==> src/rtl/uart_tx_param.sv <==
// uart_tx_param: parameterised UART transmitter (start, DATA_BITS LSB first,
// optional parity, 1 or 2 stop bits), every bit held for CLK_FREQ/BAUD_RATE clocks.
//
// Optional feature macro: UART_TX_FIFO_EN
//   undefined : single holding register. s_ready is high only while idle, so
//               back-to-back frames are separated by idle-high cycles.
//   defined   : FIFO_DEPTH-entry FIFO. The next frame starts right after the
//               last stop-bit cycle with no gap.
//
// FSM states
//   state    | meaning
//   S_IDLE   | line idle high, waiting for a payload
//   S_START  | driving start bit (0)
//   S_DATA   | driving payload bit idx_q
//   S_PARITY | driving parity bit (skipped when PARITY = 0)
//   S_STOP   | driving stop bit stop_q (1)
module uart_tx_param #(
    parameter int CLK_FREQ   = 125_000_000,
    parameter int BAUD_RATE  = 115200,
    parameter int DATA_BITS  = 8,
    parameter int PARITY     = 0,
    parameter int STOP_BITS  = 1,
    parameter int FIFO_DEPTH = 16
) (
    input  logic                 clk,
    input  logic                 rst_n,
    input  logic [DATA_BITS-1:0] s_data,
    input  logic                 s_valid,
    output logic                 s_ready,
    output logic                 tx_busy,
    output logic                 uart_tx
);

    localparam int CLKS_PER_BIT = (BAUD_RATE > 0) ? (CLK_FREQ / BAUD_RATE) : 0;
    localparam int CNT_W        = (CLKS_PER_BIT > 1) ? $clog2(CLKS_PER_BIT) : 1;
    localparam int IDX_W        = $clog2(DATA_BITS);
    localparam int CPB_M1       = CLKS_PER_BIT - 1;
    localparam int DB_M1        = DATA_BITS - 1;
    localparam logic [CNT_W-1:0] CNT_MAX   = CPB_M1[CNT_W-1:0];
    localparam logic [IDX_W-1:0] IDX_LAST  = DB_M1[IDX_W-1:0];
    localparam logic             STOP_LAST = (STOP_BITS == 2);

    if (CLKS_PER_BIT < 2) begin : g_bad_clks_per_bit
        $error("uart_tx_param: CLK_FREQ/BAUD_RATE must be at least 2");
    end
    if (DATA_BITS < 5 || DATA_BITS > 9) begin : g_bad_data_bits
        $error("uart_tx_param: DATA_BITS must be 5..9");
    end
    if (PARITY < 0 || PARITY > 2) begin : g_bad_parity
        $error("uart_tx_param: PARITY must be 0, 1 or 2");
    end
    if (STOP_BITS != 1 && STOP_BITS != 2) begin : g_bad_stop_bits
        $error("uart_tx_param: STOP_BITS must be 1 or 2");
    end
    if (FIFO_DEPTH < 2 || (FIFO_DEPTH & (FIFO_DEPTH - 1)) != 0) begin : g_bad_fifo_depth
        $error("uart_tx_param: FIFO_DEPTH must be a power of two >= 2");
    end

    typedef enum logic [2:0] {
        S_IDLE,
        S_START,
        S_DATA,
        S_PARITY,
        S_STOP
    } state_t;

    state_t               state_q, state_d;
    logic [CNT_W-1:0]     cnt_q, cnt_d;
    logic [IDX_W-1:0]     idx_q, idx_d;
    logic                 stop_q, stop_d;
    logic [DATA_BITS-1:0] data_q, data_d;
    logic                 tx_q, tx_d;
    logic                 rdy_q;

    logic                 have_data;
    logic [DATA_BITS-1:0] head_data;
    logic                 load;
    logic                 push;
    logic                 bit_done;
    logic                 par_bit;

    assign bit_done = (cnt_q == '0);
    assign par_bit  = (PARITY == 1) ? ~(^data_q) : (^data_q);

`ifdef UART_TX_FIFO_EN
    localparam int PTR_W = $clog2(FIFO_DEPTH);
    localparam logic [PTR_W:0] FULL_CNT = FIFO_DEPTH[PTR_W:0];

    logic [DATA_BITS-1:0] mem_q [FIFO_DEPTH];
    logic [PTR_W-1:0]     wptr_q, rptr_q;
    logic [PTR_W:0]       count_q;
    logic                 full;

    assign full      = (count_q == FULL_CNT);
    assign have_data = (count_q != '0);
    assign head_data = mem_q[rptr_q];
    // A full FIFO still takes a push when the FSM pops in the same cycle.
    assign s_ready   = rdy_q && (!full || load);
    assign push      = s_valid && s_ready;

    // FIFO storage: payload memory, no reset needed
    always_ff @(posedge clk) begin
        if (push) begin
            mem_q[wptr_q] <= s_data;
        end
    end

    // FIFO pointers and occupancy
    always_ff @(posedge clk or negedge rst_n) begin
        if (!rst_n) begin
            wptr_q  <= '0;
            rptr_q  <= '0;
            count_q <= '0;
        end else begin
            if (push) begin
                wptr_q <= wptr_q + 1'b1;
            end
            if (load) begin
                rptr_q <= rptr_q + 1'b1;
            end
            case ({push, load})
                2'b10:   count_q <= count_q + 1'b1;
                2'b01:   count_q <= count_q - 1'b1;
                default: count_q <= count_q;
            endcase
        end
    end
`else
    logic [DATA_BITS-1:0] hold_q;
    logic                 pend_q;

    assign have_data = pend_q;
    assign head_data = hold_q;
    assign s_ready   = rdy_q && (state_q == S_IDLE) && !pend_q;
    assign push      = s_valid && s_ready;

    // Holding register: one payload waits here until the FSM loads it
    always_ff @(posedge clk or negedge rst_n) begin
        if (!rst_n) begin
            hold_q <= '0;
            pend_q <= 1'b0;
        end else if (push) begin
            hold_q <= s_data;
            pend_q <= 1'b1;
        end else if (load) begin
            pend_q <= 1'b0;
        end
    end
`endif

    assign tx_busy = (state_q != S_IDLE) || have_data;
    assign uart_tx = tx_q;

    // Frame sequencing, bit timer and the registered line value for the next state
    always_comb begin
        state_d = state_q;
        cnt_d   = cnt_q;
        idx_d   = idx_q;
        stop_d  = stop_q;
        data_d  = data_q;
        load    = 1'b0;
        tx_d    = 1'b1;

        unique case (state_q)
            S_IDLE: begin
                if (have_data) begin
                    load    = 1'b1;
                    state_d = S_START;
                    cnt_d   = CNT_MAX;
                end
            end
            S_START: begin
                if (bit_done) begin
                    state_d = S_DATA;
                    cnt_d   = CNT_MAX;
                    idx_d   = '0;
                end else begin
                    cnt_d = cnt_q - 1'b1;
                end
            end
            S_DATA: begin
                if (bit_done) begin
                    cnt_d = CNT_MAX;
                    if (idx_q == IDX_LAST) begin
                        stop_d  = 1'b0;
                        state_d = (PARITY != 0) ? S_PARITY : S_STOP;
                    end else begin
                        idx_d = idx_q + 1'b1;
                    end
                end else begin
                    cnt_d = cnt_q - 1'b1;
                end
            end
            S_PARITY: begin
                if (bit_done) begin
                    state_d = S_STOP;
                    stop_d  = 1'b0;
                    cnt_d   = CNT_MAX;
                end else begin
                    cnt_d = cnt_q - 1'b1;
                end
            end
            S_STOP: begin
                if (bit_done) begin
                    if (stop_q == STOP_LAST) begin
                        // Chain straight into the next start bit when data is waiting.
                        if (have_data) begin
                            load    = 1'b1;
                            state_d = S_START;
                            cnt_d   = CNT_MAX;
                        end else begin
                            state_d = S_IDLE;
                        end
                    end else begin
                        stop_d = 1'b1;
                        cnt_d  = CNT_MAX;
                    end
                end else begin
                    cnt_d = cnt_q - 1'b1;
                end
            end
            default: begin
                state_d = S_IDLE;
            end
        endcase

        if (load) begin
            data_d = head_data;
        end

        unique case (state_d)
            S_START:  tx_d = 1'b0;
            S_DATA:   tx_d = data_d[idx_d];
            S_PARITY: tx_d = par_bit;
            default:  tx_d = 1'b1;
        endcase
    end

    // State, timer, latched payload and registered serial output
    always_ff @(posedge clk or negedge rst_n) begin
        if (!rst_n) begin
            state_q <= S_IDLE;
            cnt_q   <= '0;
            idx_q   <= '0;
            stop_q  <= 1'b0;
            data_q  <= '0;
            tx_q    <= 1'b1;
            rdy_q   <= 1'b0;
        end else begin
            state_q <= state_d;
            cnt_q   <= cnt_d;
            idx_q   <= idx_d;
            stop_q  <= stop_d;
            data_q  <= data_d;
            tx_q    <= tx_d;
            rdy_q   <= 1'b1;
        end
    end

endmodule

==> config.mk <==
export PLATFORM = sky130hd
export DESIGN_NAME = uart_tx_param
export DESIGN_NICKNAME = d
export VERILOG_FILES = /design/src/rtl/uart_tx_param.sv
export SDC_FILE = /design/constraint.sdc
export NUM_CORES = 1
export LEC_CHECK = 0
export ABC_AREA = 1
export CAP_MARGIN = 20
export CORE_UTILIZATION = 55
export CTS_BUF_LIST = sky130_fd_sc_hd__clkbuf_2 sky130_fd_sc_hd__clkbuf_4 sky130_fd_sc_hd__clkbuf_8
export DETAILED_ROUTE_END_ITERATION = 10
export DONT_BUFFER_PORTS = 1
export GPL_TIMING_DRIVEN = 0
export PLACE_DENSITY = 0.73
export REMOVE_ABC_BUFFERS = 1
export SLEW_MARGIN = 10
export SYNTH_ARGS = -nofsm -noshare
export SYNTH_HDL_FRONTEND = slang
export SYNTH_SLANG_ARGS = --single-unit
==> constraint.sdc <==
create_clock -name clk -period 1.86 [get_ports clk]
set_clock_uncertainty 0.1 [all_clocks]
set_input_delay 0.093 -clock clk [delete_from_list [all_inputs] [get_ports clk]]
set_output_delay 0.093 -clock clk [all_outputs]
set_load 0.005 [all_outputs]
==> impl_results.md, run 1 <==
* Worst-Margin Slew at 583 ps
* Clock insertion delay at the later pin of the skew report at 300 ps
* Share of the synthesized area in the top cell type at 40.8%
* Vias in the first global route at 1720
* Initial DRC count at 137
* Required time at the endpoint of the critical path at 1960 ps
* CP Cell Sequence: inv_2 > ha_4 > nand2_4 > nor2_4 > nand3_4 > inv_4 > nor2_4 > inv_4 > a21oi_1 > a31oi_1 > a2bb2oi_1
* Violated checks: negative setup slack
* Post-placement cell area at 2190 um^2
* Final cell count without fillers at 330
* Die height at 64.5 um
* Worst Slack Setup Final at -137 ps
* Multi-input gate area at 1200 um^2
* Maximum VDD drop at 498 uV
* Worst-case setup slack after placement at -285 ps
* Share of async-settable or async-resettable flops after synthesis at 100%
* Placeable Area at 3690 um^2
* Routability cong. at 0.853
* Flop-to-flop setup slack at -140 ps
* Clock Root Buffer: sky130_fd_sc_hd__clkbuf_8
* GRT Overall Usage at 24.6%
* Kind of end point of the critical path: register
* HP Class: in2async
* Number of I/O port buffers at 0
* Number of buffers added by the clock tree synthesis step at 5
* Fill cell instance count of the final layout at 285
* Post-synth EDFFs at 0
* Hold Fails Final Rpt at 0
* Type of origin of the critical path: register
* Max H-tree Level at 2
* Standard cell with the maximum stage delay on the critical path: sky130_fd_sc_hd__dfrtp_1
* Data arrival, critical path at 2100 ps
* # clock sinks at 36
* Crit path max fanout at 10
* Critical path buffers and inverters at 3
* 1st-pass router iterations at 4
* Avg WL per Cell at 14.3 um
* Total number of placement rows at 22
* Final Routed Wirelength at 4.70 mm
* Number of nets in the layout at 295
* Top_reg_cell synth: sky130_fd_sc_hd__dfrtp_1
* Max stage delay on crit path at 400 ps
* Cell total after placement at 299
* Wire length of the first global-routing pass at 7.73 mm
* Critical register-to-register path endpoint: cnt_q[2]
* Launch point of the critical path: cnt_q[0]
* Worst-path clk slew at 80 ps
* YS warnings at 0
* Post-route cell area at 2640 um^2
* Bufs on Longest Clock Path at 2
* Detailed-route vias per instance at 5.46
* Number of instances in the synthesized netlist at 253
* RSZ-0062 raised after global routing: true
* Register Area at 903 um^2
* Number of top-level design ports at 14
* Routed vias at 1801
* Most repeated cell in the gate-level netlist after synthesis: sky130_fd_sc_hd__nand2_1
* Number of maximum-capacitance violations at 0
* Clock period minus final worst setup slack at 2000 ps
* Antenna violations before repair at 0
* Detailed placement HPWL at 2.99 mm
* Pwr dens at 544 nW/um^2
* P&R area growth vs syn at 22.9%
* Maximum frequency from static timing analysis at 501 MHz
* Headroom to the max-slew limit at 60.8%
* Biggest area contributors in the synthesized netlist: sky130_fd_sc_hd__dfrtp_1, sky130_fd_sc_hd__nand2_1, sky130_fd_sc_hd__nand3_1
* Number of synthesized register bits at 36
* Final Slew Violations at 0
* Synth cell count leaders: sky130_fd_sc_hd__nand2_1, sky130_fd_sc_hd__dfrtp_1, sky130_fd_sc_hd__inv_1, sky130_fd_sc_hd__nand3_1, sky130_fd_sc_hd__o21ai_0
* Cell area after synthesis at 2150 um^2
* Starting utilization of the core area at 58.2%
* Overall die width at 64.5 um
* Logic depth of the worst register-to-register path at 11
* Share of layout cells above drive strength 1 at 30.5%
* Setup violation total in the final timing report at 8
* Critical Setup Path Class: reg2reg
* Number of diodes at 0
* Final Hold Slack at 150 ps
* Antenna viol nets, final at 0
* Post-Route Utilization at 71.5%
* Outcome: finished with violations
* P_leak at 1.21 nW
* Total grt overflow at 0
* Clock tree from TritonCTS: built
* Number of different library cells in the post-synthesis netlist at 39
* Largest net degree at the start of global routing at 37
* Number of design rule violations left after detail routing at 0
* Reg-to-reg critical path startpoint: cnt_q[0]
* Cell type with the largest total area after synthesis: sky130_fd_sc_hd__dfrtp_1
* Total Die Area at 4160 um^2
* Family of cells with the greatest summed delay on the critical path: compound AO/OA/AOI/OAI gates
* Seq/Total Area, Yosys at 42.0%
* Final worst-path cycle share at 107%
* Mean cell area of the mapped netlist at 8.48 um^2
-- cell type report --
cell class	count	area share [%]
multi-input combinational	181	45.6
sequential	36	34.3
timing repair buffer	24	9.02
inverter	34	5.22
clock buffer	7	3.65
tap	48	2.28
-- worst register-to-register path, delay by kind of cell, from the launching register on --
family | cells | cell delay [ps]
simple gates | 4 | 410
flops | 1 | 400
fa+ha+maj | 1 | 150
compound gates | 3 | 500
buf+inv | 3 | 340
-- kinds of logic (layout without fill, tap and decap cells) --
logic type	Yosys count	after routing	share of synthesized area, %
muxes	8	8	4.20
adders and majority gates	2	2	1.17
xor gates and xnor gates	7	7	2.86
and+or+nand+nor	125	125	32.2
other	1	1	0.175
AOI/OAI and AO/OA	38	38	10.6
buffers and inverters	36	65	6.76
DFF	36	36	42.0
-- worst max path at each step --
| stage | to | slack, ps | depth (start not counted) |
|---|---|---|---|
| detailed placement | uart_tx | -290 | 15 |
| floorplan | uart_tx | 7 | 15 |
| global placement | uart_tx | -260 | 15 |
| finish | cnt_q[2] | -140 | 11 |
| global route | cnt_q[2] | -270 | 11 |
| CTS | uart_tx | -70 | 15 |
-- metrics by stage --
stage	power, mW	TNS, ps
final	1.43	-541
after floorplan	0.800	0
after global placement	0.800	-1450
after CTS	1.44	-196
after global routing	1.47	-1980
after detailed placement	0.800	-2540
-- power breakdown --
| part | switching, mW | total, mW | leakage [nW] | internal, mW |
|---|---|---|---|---|
| logic | 0.0189 | 0.0374 | 0.682 | 0.0185 |
| clock network | 0.282 | 0.612 | 0.0503 | 0.330 |
| registers | 0.000270 | 0.784 | 0.476 | 0.784 |
| total | 0.302 | 1.43 | 1.21 | 1.13 |
-- cells in the final DEF, fill, tap and decap left out, drive strengths merged, types with 2 or more instances in the layout --
master	Yosys	final
inv	34	34
o22ai	3	3
clkbuf	1	7
a21oi	10	10
nand3	28	28
nor3	7	7
xor2	3	3
nand4	2	2
a31oi	3	3
mux2	8	8
dfrtp	35	35
nor4	2	2
buf	1	14
ha	2	2
o21ai	19	19
nand2	60	60
dlygate4sd3	0	10
nor2	24	24
xnor2	4	4
-- timing repair --
item,CTS,global route
hold endpoints to repair,45,0
pin swaps,8,8
setup endpoints to repair,21,21
setup buffers,8,5
hold buffers,11,0
resized for setup,15,21
-- state kept, by name (all words and copies together), names as in the netlist --
signal / count
cnt_q: 11
rdy_q: 1
have_data: 1
head_data: 8
uart_tx: 1
state_q: 3
idx_q: 3
data_q: 8
-- per-layer routing --
layer	global-route usage (%)	part of all wire [%]
met5	0	0
met4	9.17	2.0
met3	4.93	6.5
met2	39.1	47
met1	33.4	44
Note: power is estimated with default switching activity, not from simulation.
==> run 2: changes to the inputs <==
- PLACE_DENSITY: 0.73 -> 0.7
- RECOVER_POWER: unset -> 50
- clock period: 1.86 -> 1.95 ns (I/O delays scaled with it)
==> impl_results.md, run 2 (synthesis gave the netlist of run 1 again) <==
* Required time at the endpoint of the critical path at 2070 ps
* Avg WL per Cell at 15.2 um
* Violated checks: negative setup slack
* Final Hold Slack at 373 ps
* Number of top-level design ports at 14
* P&R area growth vs syn at 24.7%
* Wire length of the first global-routing pass at 8.69 mm
* Number of I/O port buffers at 0
* P_leak at 1.21 nW
* Number of maximum-capacitance violations at 0
* Cell total after placement at 299
* Post-placement cell area at 2190 um^2
* Routability cong. at 0.908
* 1st-pass router iterations at 5
* Type of origin of the critical path: register
* Commonest non-fill, non-tap cell in the layout: sky130_fd_sc_hd__nand2_1
* Most used cells in the layout excluding fill and tap cells: sky130_fd_sc_hd__nand2_1, sky130_fd_sc_hd__dfrtp_1, sky130_fd_sc_hd__nand3_1, sky130_fd_sc_hd__inv_1, sky130_fd_sc_hd__o21ai_0
* Initial DRC count at 84
* Final Slew Violations at 0
* Max reg flops at 11
* Overall die width at 64.5 um
* Number of buffers added by the clock tree synthesis step at 5
* Post-route cell area at 2680 um^2
* Routed vias at 1889
* Flop-to-flop setup slack at -60 ps
* HP Class: in2async
* Headroom to the max-slew limit at 39.8%
* Maximum frequency from static timing analysis at 498 MHz
* Max H-tree Level at 2
* Detailed-route vias per instance at 5.67
* Critical Setup Path Class: reg2reg
* Placeable Area at 3690 um^2
* RSZ-0062 raised after global routing: true
* Crit path max fanout at 5
* Die height at 64.5 um
* Share of layout cells above drive strength 1 at 31.6%
* Starting utilization of the core area at 58.2%
* Total number of placement rows at 22
* Post-Route Utilization at 72.5%
* Final worst-path cycle share at 103%
* Clock insertion delay at the later pin of the skew report at 290 ps
* Total grt overflow at 0
* # clock sinks at 36
* Clock period minus final worst setup slack at 2010 ps
* Worst-Margin Slew at 902 ps
* Number of design rule violations left after detail routing at 0
* Clock Root Buffer: sky130_fd_sc_hd__clkbuf_8
* Total Die Area at 4160 um^2
* Kind of end point of the critical path: register
* Worst-path clk slew at 80 ps
* Maximum VDD drop at 484 uV
* Hold Fails Final Rpt at 0
* Detailed placement HPWL at 3.01 mm
* Data arrival, critical path at 2130 ps
* Setup violation total in the final timing report at 1
* Final cell count without fillers at 333
* Final total negative setup slack at -58.2 ps
* Pwr dens at 545 nW/um^2
* Bufs on Longest Clock Path at 2
* Clock tree from TritonCTS: built
* Largest net degree at the start of global routing at 37
* GRT Overall Usage at 27.8%
* Final Routed Wirelength at 5.07 mm
* Vias in the first global route at 1868
* Antenna viol nets, final at 0
* Antenna violations before repair at 0
* Most flop-heavy register: cnt_q
* Outcome: finished with violations
* Number of diodes at 0
* Number of nets in the layout at 297
* Worst Slack Setup Final at -58.2 ps
[run 2: cell types whose count changed in the layout (fill, tap and decap cells not counted), sizes merged]
| cell | before | now |
|---|---|---|
| inv | 34 | 35 |
| nand2 | 60 | 62 |
| clkbuf | 7 | 6 |
| bufinv | 0 | 1 |
| buf | 14 | 12 |
| nand3 | 28 | 29 |
| clkinvlp | 0 | 1 |
[run 2: layout make-up]
class | count | area [um^2]
clock buffer | 5 | 68.8
clock inverter | 3 | 46.3
fill | 284 | 1010
inverter | 34 | 135
multi-input combinational | 184 | 1250
sequential | 36 | 906
tap | 48 | 60.1
timing repair buffer | 23 | 208
[run 2: worst paths after layout]
check / from / end / cells after the start
min in group clk: s_data[2] / head_data[2] / 2
worst min register to register: cnt_q[0] / cnt_q[0] / 1
worst max-delay path: cnt_q[1] / uart_tx / 11
worst max register to register: cnt_q[1] / uart_tx / 11
max in group asynchronous: rst_n / cnt_q[6] / 2
worst min-delay path: rst_n / head_data[6] / 2
[run 2: report_power, final]
part	switching, mW	internal, mW
combinational	0.0177	0.0142
sequential	0.000376	0.747
clock	0.294	0.385
total	0.312	1.15
[run 2: repair_timing]
action	4_1_cts	5_1_grt
pin swaps	11	6
hold buffers	11	0
gates resized for setup	22	11
endpoints found under the setup margin	12	19
setup buffers	10	2
hold endpoints to repair	45	0
gates cloned	3	0
[run 2: critical path, stage by stage, from the launching register on]
cell and delay [ps]:
sky130_fd_sc_hd__dfrtp_1 380, sky130_fd_sc_hd__inv_2 90, sky130_fd_sc_hd__ha_4 160, sky130_fd_sc_hd__nand2_4 60
sky130_fd_sc_hd__nor2_4 110, sky130_fd_sc_hd__nand3_4 180, sky130_fd_sc_hd__buf_4 190, sky130_fd_sc_hd__buf_4 140
sky130_fd_sc_hd__nor3_1 290, sky130_fd_sc_hd__nor4_4 60, sky130_fd_sc_hd__nand4_1 80, sky130_fd_sc_hd__nand3_1 90
[run 2: per-stage QoR]
step	worst slack (ps)	power (mW)
final	-58.2	1.46
after global routing	-173	1.50
after CTS	-12.9	1.47
after detailed placement	-218	0.763
after global placement	-187	0.763
after floorplan	96.7	0.763
[run 2: routing by layer]
metal / GRT usage, % / vias to the layer above / wire length (um)
met2: 43.2 / 70 / 2400
met3: 6.51 / 12 / 351
met5: 0 / - / 0
met4: 10.8 / 0 / 106
li1: - / 910 / -
met1: 37.7 / 897 / 2220
